### src/rtl/cpu_pkg.sv
// cpu_pkg: opcodes, control-vector bit positions, step/mode/class types and decode helpers
package cpu_pkg;

   localparam int CTRL_W = 29;

   localparam logic [4:0] OP_LD   = 5'b00000, OP_LDI  = 5'b00001, OP_ST   = 5'b00010;
   localparam logic [4:0] OP_ADD  = 5'b00011, OP_SUB  = 5'b00100, OP_AND  = 5'b00101;
   localparam logic [4:0] OP_OR   = 5'b00110, OP_ROR  = 5'b00111, OP_ROL  = 5'b01000;
   localparam logic [4:0] OP_SHR  = 5'b01001, OP_SHRA = 5'b01010, OP_SHL  = 5'b01011;
   localparam logic [4:0] OP_ADDI = 5'b01100, OP_ANDI = 5'b01101, OP_ORI  = 5'b01110;
   localparam logic [4:0] OP_DIV  = 5'b01111, OP_MUL  = 5'b10000, OP_NEG  = 5'b10001;
   localparam logic [4:0] OP_NOT  = 5'b10010, OP_BR   = 5'b10011, OP_JR   = 5'b10100;
   localparam logic [4:0] OP_JAL  = 5'b10101, OP_IN   = 5'b10110, OP_OUT  = 5'b10111;
   localparam logic [4:0] OP_MFHI = 5'b11000, OP_MFLO = 5'b11001, OP_NOP  = 5'b11010;
   localparam logic [4:0] OP_HALT = 5'b11011;

   localparam int B_PC_OUT = 0, B_ZHIGH_OUT = 1, B_ZLOW_OUT = 2, B_MDR_OUT = 3;
   localparam int B_BA_OUT = 4, B_R_IN = 5, B_R_OUT = 6, B_HI_OUT = 7, B_LO_OUT = 8;
   localparam int B_INPORT_OUT = 9, B_C_OUT = 10, B_MAR_IN = 11, B_PC_IN = 12;
   localparam int B_MDR_IN = 13, B_IR_IN = 14, B_Y_IN = 15, B_INC_PC = 16, B_READ = 17;
   localparam int B_WRITE = 18, B_GRA = 19, B_GRB = 20, B_GRC = 21, B_HI_IN = 22;
   localparam int B_LO_IN = 23, B_ZHIGH_IN = 24, B_ZLOW_IN = 25, B_CON_IN = 26;
   localparam int B_OUTPORT_IN = 27;

   typedef enum logic [3:0] {T0, T1, T2, T3, T4, T5, T6, T7, T8, T9} step_t;

   typedef enum logic [1:0] {M_IDLE, M_RUN, M_HALT} mode_t;

   typedef enum logic [3:0] {
      C_RTYPE, C_IMM, C_UNARY, C_MULDIV, C_LD, C_LDI, C_ST, C_BR,
      C_JR, C_JAL, C_IN, C_OUT, C_MFHI, C_MFLO, C_NOP, C_HALT
   } class_t;

   // One-hot strobe at a given control-vector position
   function automatic logic [CTRL_W-1:0] sb(input int idx);
      sb = '0;
      sb[idx] = 1'b1;
   endfunction

   // Group opcodes by their execute sequence; unused opcodes behave as nop
   function automatic class_t op_class(input logic [4:0] op);
      if (op inside {[OP_ADD:OP_SHL]}) return C_RTYPE;
      if (op inside {OP_ADDI, OP_ANDI, OP_ORI}) return C_IMM;
      if (op inside {OP_NEG, OP_NOT}) return C_UNARY;
      if (op inside {OP_MUL, OP_DIV}) return C_MULDIV;
      if (op == OP_LD) return C_LD;
      if (op == OP_LDI) return C_LDI;
      if (op == OP_ST) return C_ST;
      if (op == OP_BR) return C_BR;
      if (op == OP_JR) return C_JR;
      if (op == OP_JAL) return C_JAL;
      if (op == OP_IN) return C_IN;
      if (op == OP_OUT) return C_OUT;
      if (op == OP_MFHI) return C_MFHI;
      if (op == OP_MFLO) return C_MFLO;
      if (op == OP_HALT) return C_HALT;
      return C_NOP;
   endfunction

   // Final execute step of each instruction class
   function automatic step_t last_step(input class_t c);
      case (c)
         C_LD: return T9;
         C_ST: return T8;
         C_MULDIV, C_BR: return T7;
         C_RTYPE, C_IMM, C_LDI: return T6;
         C_UNARY, C_JAL: return T5;
         default: return T4;
      endcase
   endfunction

endpackage

### src/rtl/control_decode.sv
// control_decode: maps (step, opcode, con_ff) to datapath strobes and ALU code
module control_decode
   import cpu_pkg::*;
(
   input  step_t             step,
   input  logic [4:0]        opcode,
   input  logic              con_ff,
   output logic [CTRL_W-1:0] ctrl,
   output logic [4:0]        alu_op
);

   class_t     cls;
   logic [4:0] alu_sel;

   assign cls = op_class(opcode);

   // Strobes for the current step: fetch first, then per-class execute
   always_comb begin
      ctrl = '0;
      case (step)
         T0: ctrl = sb(B_PC_OUT) | sb(B_MAR_IN) | sb(B_INC_PC) | sb(B_PC_IN);
         T1: ctrl = sb(B_READ);
         T2: ctrl = sb(B_READ) | sb(B_MDR_IN);
         T3: ctrl = sb(B_MDR_OUT) | sb(B_IR_IN);
         T4: case (cls)
            C_RTYPE, C_IMM:    ctrl = sb(B_GRB) | sb(B_R_OUT) | sb(B_Y_IN);
            C_LD, C_LDI, C_ST: ctrl = sb(B_GRB) | sb(B_BA_OUT) | sb(B_Y_IN);
            C_UNARY:           ctrl = sb(B_GRB) | sb(B_R_OUT) | sb(B_ZLOW_IN);
            C_MULDIV:          ctrl = sb(B_GRA) | sb(B_R_OUT) | sb(B_Y_IN);
            C_BR:              ctrl = sb(B_GRA) | sb(B_R_OUT) | sb(B_CON_IN);
            C_JR:              ctrl = sb(B_GRA) | sb(B_R_OUT) | sb(B_PC_IN);
            C_JAL:             ctrl = sb(B_PC_OUT) | sb(B_GRB) | sb(B_R_IN);
            C_IN:              ctrl = sb(B_INPORT_OUT) | sb(B_GRA) | sb(B_R_IN);
            C_OUT:             ctrl = sb(B_GRA) | sb(B_R_OUT) | sb(B_OUTPORT_IN);
            C_MFHI:            ctrl = sb(B_HI_OUT) | sb(B_GRA) | sb(B_R_IN);
            C_MFLO:            ctrl = sb(B_LO_OUT) | sb(B_GRA) | sb(B_R_IN);
            default:           ;
         endcase
         T5: case (cls)
            C_RTYPE:                  ctrl = sb(B_GRC) | sb(B_R_OUT) | sb(B_ZLOW_IN);
            C_IMM, C_LD, C_LDI, C_ST: ctrl = sb(B_C_OUT) | sb(B_ZLOW_IN);
            C_UNARY:                  ctrl = sb(B_ZLOW_OUT) | sb(B_GRA) | sb(B_R_IN);
            C_MULDIV:                 ctrl = sb(B_GRB) | sb(B_R_OUT) | sb(B_ZHIGH_IN) | sb(B_ZLOW_IN);
            C_BR:                     ctrl = sb(B_PC_OUT) | sb(B_Y_IN);
            C_JAL:                    ctrl = sb(B_GRA) | sb(B_R_OUT) | sb(B_PC_IN);
            default:                  ;
         endcase
         T6: case (cls)
            C_RTYPE, C_IMM, C_LDI: ctrl = sb(B_ZLOW_OUT) | sb(B_GRA) | sb(B_R_IN);
            C_LD, C_ST:            ctrl = sb(B_ZLOW_OUT) | sb(B_MAR_IN);
            C_MULDIV:              ctrl = sb(B_ZLOW_OUT) | sb(B_LO_IN);
            C_BR:                  ctrl = sb(B_C_OUT) | sb(B_ZLOW_IN);
            default:               ;
         endcase
         T7: case (cls)
            C_MULDIV: ctrl = sb(B_ZHIGH_OUT) | sb(B_HI_IN);
            C_LD:     ctrl = sb(B_READ);
            C_ST:     ctrl = sb(B_GRA) | sb(B_R_OUT) | sb(B_MDR_IN);
            C_BR:     ctrl = con_ff ? sb(B_ZLOW_OUT) | sb(B_PC_IN) : '0;
            default:  ;
         endcase
         T8: ctrl = (cls == C_LD) ? sb(B_READ) | sb(B_MDR_IN) : (cls == C_ST) ? sb(B_WRITE) : '0;
         T9: ctrl = (cls == C_LD) ? sb(B_MDR_OUT) | sb(B_GRA) | sb(B_R_IN) : '0;
         default: ;
      endcase
   end

   // ALU code is driven only while Z is being loaded; address/branch math uses add
   always_comb begin
      alu_sel = (cls inside {C_LD, C_LDI, C_ST, C_BR} || opcode == OP_ADDI) ? OP_ADD :
                (opcode == OP_ANDI) ? OP_AND : (opcode == OP_ORI) ? OP_OR : opcode;
      alu_op  = (ctrl[B_ZLOW_IN] || ctrl[B_ZHIGH_IN]) ? alu_sel : 5'b0;
   end

endmodule

### src/rtl/control_unit.sv
// control_unit: Moore sequencer holding the step counter, run/halt mode and stop request
module control_unit #(
   parameter int CTRL_W = 29
) (
   input  logic              clock,
   input  logic              clear,
   input  logic [31:0]       ir,
   input  logic              con_ff,
   input  logic              stop,
   output logic [CTRL_W-1:0] ctrl,
   output logic [4:0]        alu_op,
   output logic              run,
   output logic [3:0]        step
);

   import cpu_pkg::*;

   mode_t                      mode_q, mode_d;
   step_t                      step_q, step_d;
   logic                       stop_q, stop_d;
   logic                       at_last;
   logic [cpu_pkg::CTRL_W-1:0] dec_ctrl;
   logic [4:0]                 dec_alu;
   logic                       unused_ir;

   assign unused_ir = ^ir[26:0];
   assign run       = (mode_q == M_RUN);
   assign step      = step_q;
   assign at_last   = (step_q == last_step(op_class(ir[31:27])));
   assign ctrl      = run ? dec_ctrl : '0;
   assign alu_op    = run ? dec_alu : 5'b0;

   control_decode u_decode (
      .step   (step_q),
      .opcode (ir[31:27]),
      .con_ff (con_ff),
      .ctrl   (dec_ctrl),
      .alu_op (dec_alu)
   );

   // Advance through the steps; at the last step wrap to T0 or halt on a pending stop/halt
   always_comb begin
      mode_d = mode_q;
      step_d = step_q;
      stop_d = stop_q | (run & stop);
      if (mode_q == M_IDLE) mode_d = M_RUN;
      else if (run) begin
         step_d = at_last ? T0 : step_t'(step_q + 4'd1);
         if (at_last && (stop_d || op_class(ir[31:27]) == C_HALT)) mode_d = M_HALT;
      end
   end

   // State register; reset parks in IDLE so all outputs are quiet until clear rises
   always_ff @(posedge clock) begin
      if (!clear) begin
         mode_q <= M_IDLE;
         step_q <= T0;
         stop_q <= 1'b0;
      end else begin
         mode_q <= mode_d;
         step_q <= step_d;
         stop_q <= stop_d;
      end
   end

endmodule

### config.mk
export PLATFORM = sky130hd
export DESIGN_NAME = control_unit
export DESIGN_NICKNAME = d
export VERILOG_FILES = /design/src/rtl/cpu_pkg.sv /design/src/rtl/control_decode.sv /design/src/rtl/control_unit.sv
export SDC_FILE = /design/constraint.sdc
export NUM_CORES = 1
export LEC_CHECK = 0
export CORE_MARGIN = 8
export CORE_UTILIZATION = 48
export DETAILED_ROUTE_END_ITERATION = 7
export HOLD_SLACK_MARGIN = 0.08
export PLACE_DENSITY = 0.85
export REMOVE_ABC_BUFFERS = 1
export SYNTH_ARGS = -nofsm -noshare
export SYNTH_HDL_FRONTEND = slang
export SYNTH_HIERARCHICAL = 1
export SYNTH_SLANG_ARGS = --single-unit
### constraint.sdc
create_clock -name clock -period 6.39 [get_ports clock]
set_clock_uncertainty 0.1 [all_clocks]
set_input_delay 1.5975 -clock clock [delete_from_list [all_inputs] [get_ports clock]]
set_output_delay 1.5975 -clock clock [all_outputs]
set_load 0.1 [all_outputs]
==> impl_metrics.toml, run 1 <==
[setup_path]
reg2reg_to = "mode_q[0]"
path_class = "in2out"
crit_required_ns = 4.69
crit_path_end = "alu_op[3]"
start_kind = "input pin"
cp.arrival_ns = 3.93
end_kind = "primary output"
crit_start = "ir[28]"
r2r_slack_ns = 4.39
rr_startpoint = "step[1]"
r2r_cells = 4
worst-path-max-fanout = 18

[cts]
cts_tree = "built"
post_cts_buffers = 0
clk_latency_ns = 0.23
clk_path_buf_depth = 2
hold_buffers = 0
cts-resized-gates = 0
htreeDepth = 1
cts_root_buffer = "clkbuf_8"
cts_made_buffers = 3
cts_num_sinks = 7
clkTransAtPathRegs_ns = 0.04

[placement]
portBuffers = 46
placed_cells = 346
pre_cts_slack_ns = 0.810
gp_congestion = 0.891
place_hpwl_um = 4070

[die]
die_x_um = 78.3
rows = 22
coreArea_sq_mm = 0.00369
die_area_sq_mm = 0.00613
pin_count = 75
die_h_um = 78.3
initial_utilization_pct = 50.5

[yosys]
synth_edf_count = 0
yosys_warnings = 6
syn_inst = 275
synth_top_area_cell = "and2_1"
yosys.area.top_type_share_pct = 13.1
yosysMostFrequentCell = "and2_1"
netlist_top_cells_count = "and2_1 (39), nor2_1 (24), nand2_1 (22)"
synth.distinct_cells = 70
synth_ff_type = "dfxtp_1"
syn_area_sq_mm = 0.00186
ys_async_sr_fraction_pct = 0
seq_area_frac_synth_pct = 7.53
syn_area_per_cell_sq_um = 6.77
yosys-top-cells-area = "and2_1 (13%), dfxtp_1 (7.5%), nor2_1 (4.8%), nand2_1 (4.4%), ha_1 (4.0%)"
ys_seq_elements = 7

[routing]
totalWireLength_um = 5380
detail_route.drc_violations = 0
detail-route-antenna-nets = 0
wl_per_cell_um = 15.4
vias_per_cell = 6.20
drt_first_pass_iters = 5
num_vias = 2170
drt_iter0_markers = 319

[power]
powerDensity_mw_per_mm2 = 139
p_leak_nw = 0.960
ir_drop_mv = 0.133

[sta]
rsz0062_at_grt = "false"
tns_ns = 0
period_needed_ns = 5.63
fmax_mhz = 178
tightest_slew_ns = 0.985
worst_slack_ns = 0.765
maxSlewViolCount = 0
maxSlewHeadroom_pct = 34.2
fin_crit_sh_pct = 88.0
final-setup-viol-count = 0
hold_viol = 0

[grt]
antenna_found_initial = 0
grt_pass1_wl_um = 9070
gr-total-overflow = 0
grt_use_met1_pct = 21.2
grt.busiest_layer = "met2"
grt_pass1_vias = 1887
use_met3_pct = 3.42
gr-usage-all-layers_pct = 17.0
global_route.usage.met2_pct = 28.7
grt_start_max_net_pins = 46

[finish]
layout-drive-gt1-share_pct = 18.5
syn2layout_area_growth_pct = 38.0
utilization_pct = 69.7
nets = 345
fin_cells = 350
antennaDiodeCount = 0

[job]
cap_violations = 0

[outcome]
status = "completed"

[min_path]
hold_start = "mode_q[1]"
worstHoldPathType = "reg2reg"
cell families after synthesis:
family	after synthesis	share of synthesized area (%)
XOR/XNOR	4	1.88
AO/OA/AOI/OAI	72	30.3
multiplexers	1	0.538
buffers and inverters	39	10.6
flip-flops	7	7.53
adder cells (fa/ha/maj)	7	4.64
AND/OR/NAND/NOR	144	44.4
other	1	0.201
registers in the layout, summed over array words and instances (netlist names):
register / cells
step: 4
stop_q: 1
mode_q: 2
placed cells by master (no fill, tap or decap), types with 3 or more instances in the layout:
cell type	Yosys	layout
o31ai_1	4	4
buf_4	5	9
buf_12	0	27
nand2b_1	6	6
o211ai_1	3	3
a211o_1	3	3
a211oi_1	3	3
o22ai_1	3	3
and3_1	4	4
nor3_1	11	11
nor2_1	24	24
nand4_1	3	3
o21ai_0	12	12
nor2b_1	3	3
or2_2	3	3
a21oi_1	8	8
o21a_1	5	5
ha_1	6	6
clkbuf_8	0	3
and2_1	39	39
clkdlybuf4s50_1	0	15
dfxtp_1	7	7
nand2_1	22	22
nand3_1	9	9
inv_1	11	11
a31oi_1	4	4
per-layer routing:
metal	part of all wire [%]	wire (um)
met3	6.8	366
met1	42	2270
met5	0	0
met2	50	2670
met4	1.6	85
worst max-delay path, stage by stage:
cell	delay [ns]
clkdlybuf4s50_1	0.67
buf_4	0.29
and2_1	0.34
nand3_1	0.23
o22ai_4	0.27
and3_1	0.18
and2_1	0.16
buf_12	0.18
worst min path at each step:
stage,to,slack (ns),depth (start not counted)
CTS,mode_q[1],0.37,1
detailed placement,mode_q[1],0.36,1
global placement,mode_q[1],0.35,1
global route,mode_q[1],0.37,1
finish,mode_q[1],0.36,1
floorplan,stop_q,0.34,2
report_power, final:
part	internal, mW	switching, mW
registers	0.0476	0.0157
clock network	0.0432	0.0194
logic	0.0775	0.155
area by class of cell:
cell class                 instances  area [sq um]
clock buffer                       4          45.0
fill                             293          1120
inverter                          11          41.3
multi-input combinational        229          1530
sequential                         7           140
tap                               48          60.1
timing repair buffer              51           758
through the flow:
stage	total power, mW	area [sq um]	hold WS (ns)
after global placement	0.289	2520	0.348
after global routing	0.378	2570	0.375
after detailed placement	0.295	2520	0.358
after floorplan	0.217	1710	0.338
final	0.358	2570	0.364
after CTS	0.359	2570	0.367
Power figures use the tool's default switching activity.
==> inputs of run 2 (changes only) <==
Settings changed: CELL_PAD_IN_SITES_DETAIL_PLACEMENT from default to 0, CELL_PAD_IN_SITES_GLOBAL_PLACEMENT from default to 1, CORE_UTILIZATION 48 to 32, CTS_CLUSTER_DIAMETER from default to 100, PLACE_DENSITY 0.85 to 0.83, SETUP_SLACK_MARGIN from default to 0.05.
==> impl_metrics.toml, run 2 (same netlist as run 1, synthesis figures left out) <==
[power]
p_leak_nw = 0.972
p_sw_mw = 0.188
swShare_pct = 52.7
power_frac_comb_pct = 65.4
ir_drop_mv = 0.118
powerDensity_mw_per_mm2 = 136
p_clk_share_pct = 17.0
p_int_mw = 0.169
power_frac_seq_pct = 17.7

[setup_path]
end_kind = "primary output"
r2r_slack_ns = 4.38
reg2reg_to = "mode_q[0]"
worst-path-buf-inv = 3
start_kind = "input pin"
crit_family = "buffers and inverters"
path_cells = "clkdlybuf4s50_1 > buf_4 > or2_2 > nor4_2 > a211oi_1 > o211ai_2 > and2_1 > buf_12"
crit_required_ns = 4.69
cp.arrival_ns = 3.94
cp.depth = 8
rr_startpoint = "step[3]"
crit_slowest_cell = "clkdlybuf4s50_1"
cpPeakStageDelay_ns = 0.79
path_class = "in2out"
r2r_cells = 4
worst-path-max-fanout = 14

[routing]
totalWireLength_um = 5720
detail_route.drc_violations = 0
wl_per_cell_um = 15.2
detail-route-antenna-nets = 0
vias_per_cell = 5.48
drt_iter0_markers = 134
drt_first_pass_iters = 4
num_vias = 2062

[cts]
post_cts_buffers = 0
clkTransAtPathRegs_ns = 0.04
htreeDepth = 1
cts_root_buffer = "clkbuf_8"
cts_tree = "built"
clk_latency_ns = 0.22
hold_buffers = 0
cts_num_sinks = 7
cts_made_buffers = 3
cts-resized-gates = 0
clk_path_buf_depth = 2

[min_path]
hold_path_end = "mode_q[1]"
whs_path_depth = 1
worstHoldPathType = "reg2reg"
hold_start = "mode_q[1]"

[finish]
antennaDiodeCount = 0
utilization_pct = 47.1
syn2layout_area_growth_pct = 41.1
layout-drive-gt1-share_pct = 19.1
largest_reg_flops = 4
final_cell_mix = "and2_1 (39), buf_12 (28), nor2_1 (24)"
nets = 347
mostFrequentLayoutCell = "and2_1"

[die]
coreArea_sq_mm = 0.00557
initial_utilization_pct = 33.4
rows = 27
die_area_sq_mm = 0.00851
die_x_um = 92.3
pin_count = 75
die_h_um = 92.3

[placement]
place_hpwl_um = 4330
gp_congestion = 0.828
pre_cts_slack_ns = 0.757
portBuffers = 46

[grt]
grt_start_max_net_pins = 44
grt_pass1_vias = 1964
antenna_found_initial = 0
gr-usage-all-layers_pct = 13.2
gr-total-overflow = 0
grt_pass1_wl_um = 9790

[sta]
maxSlewHeadroom_pct = 34.4
tightest_slew_ns = 0.980
rsz0062_at_grt = "false"
fin_crit_sh_pct = 88.2
period_needed_ns = 5.64
worst_slack_ns = 0.752
tns_ns = 0
hold_viol = 0
fmax_mhz = 177
maxSlewViolCount = 0
final-setup-viol-count = 0

[outcome]
status = "completed"

[job]
cap_violations = 0
## run 2: changes by cell type in the layout (fill, tap and decap cells not counted), sizes merged
| cell | previous run | this run |
|---|---|---|
| buf | 36 | 38 |
## run 2: routing by layer
| metal | part of all wire, % | wire (um) | track usage (%) |
|---|---|---|---|
| met5 | 0 | 0 | 0 |
| met1 | 45 | 2560 | 16.0 |
| met2 | 49 | 2800 | 23.8 |
| met3 | 5.1 | 289 | 2.36 |
| met4 | 1.2 | 67 | 2.42 |
## run 2: worst max-delay path by stage
stage,startpoint,slack (ns),endpoint
6_report,ir[28],0.75,ctrl[19]
5_1_grt,ir[30],0.59,ctrl[19]
4_1_cts,ir[28],0.75,ctrl[13]
3_5_place_dp,ir[30],0.76,ctrl[19]
3_3_place_gp,ir[30],0.73,ctrl[19]
2_1_floorplan,ir[29],1.30,alu_op[2]
## run 2: metrics by stage
step                      cells  total power [mW]  hold slack [ns]  instance area (sq um)
after floorplan             247             0.217            0.338                   1710
after global placement      372             0.295            0.347                   2580
after detailed placement    372             0.297            0.361                   2580
after CTS                   376             0.360            0.369                   2630
after global routing        376             0.381            0.395                   2630
final                       376             0.357            0.364                   2630
## run 2: worst reg2reg max path: stages, from the launching register on
cell	delay, ns
dfxtp_1	0.65
o21ai_0	0.20
or4b_4	0.57
a21boi_4	0.22
a31oi_1	0.10
## run 2: power by group through the flow
stage                     logic (mW)  clock network [mW]  registers (mW)
after floorplan                0.139                   0          0.0779
after global placement         0.231                   0          0.0639
after detailed placement       0.234                   0          0.0638
after CTS                      0.234              0.0626          0.0631
after global routing           0.249              0.0675          0.0654
final                          0.233              0.0606          0.0630
## run 2: final cells by class
cell class              instances  area, sq um
repair buffers                 53          786
fillers                       562         2950
clock buffers                   4         45.0
inverters                      11         41.3
flip-flops and latches          7          140
multi-input cells             229         1530
well taps                      72         90.1
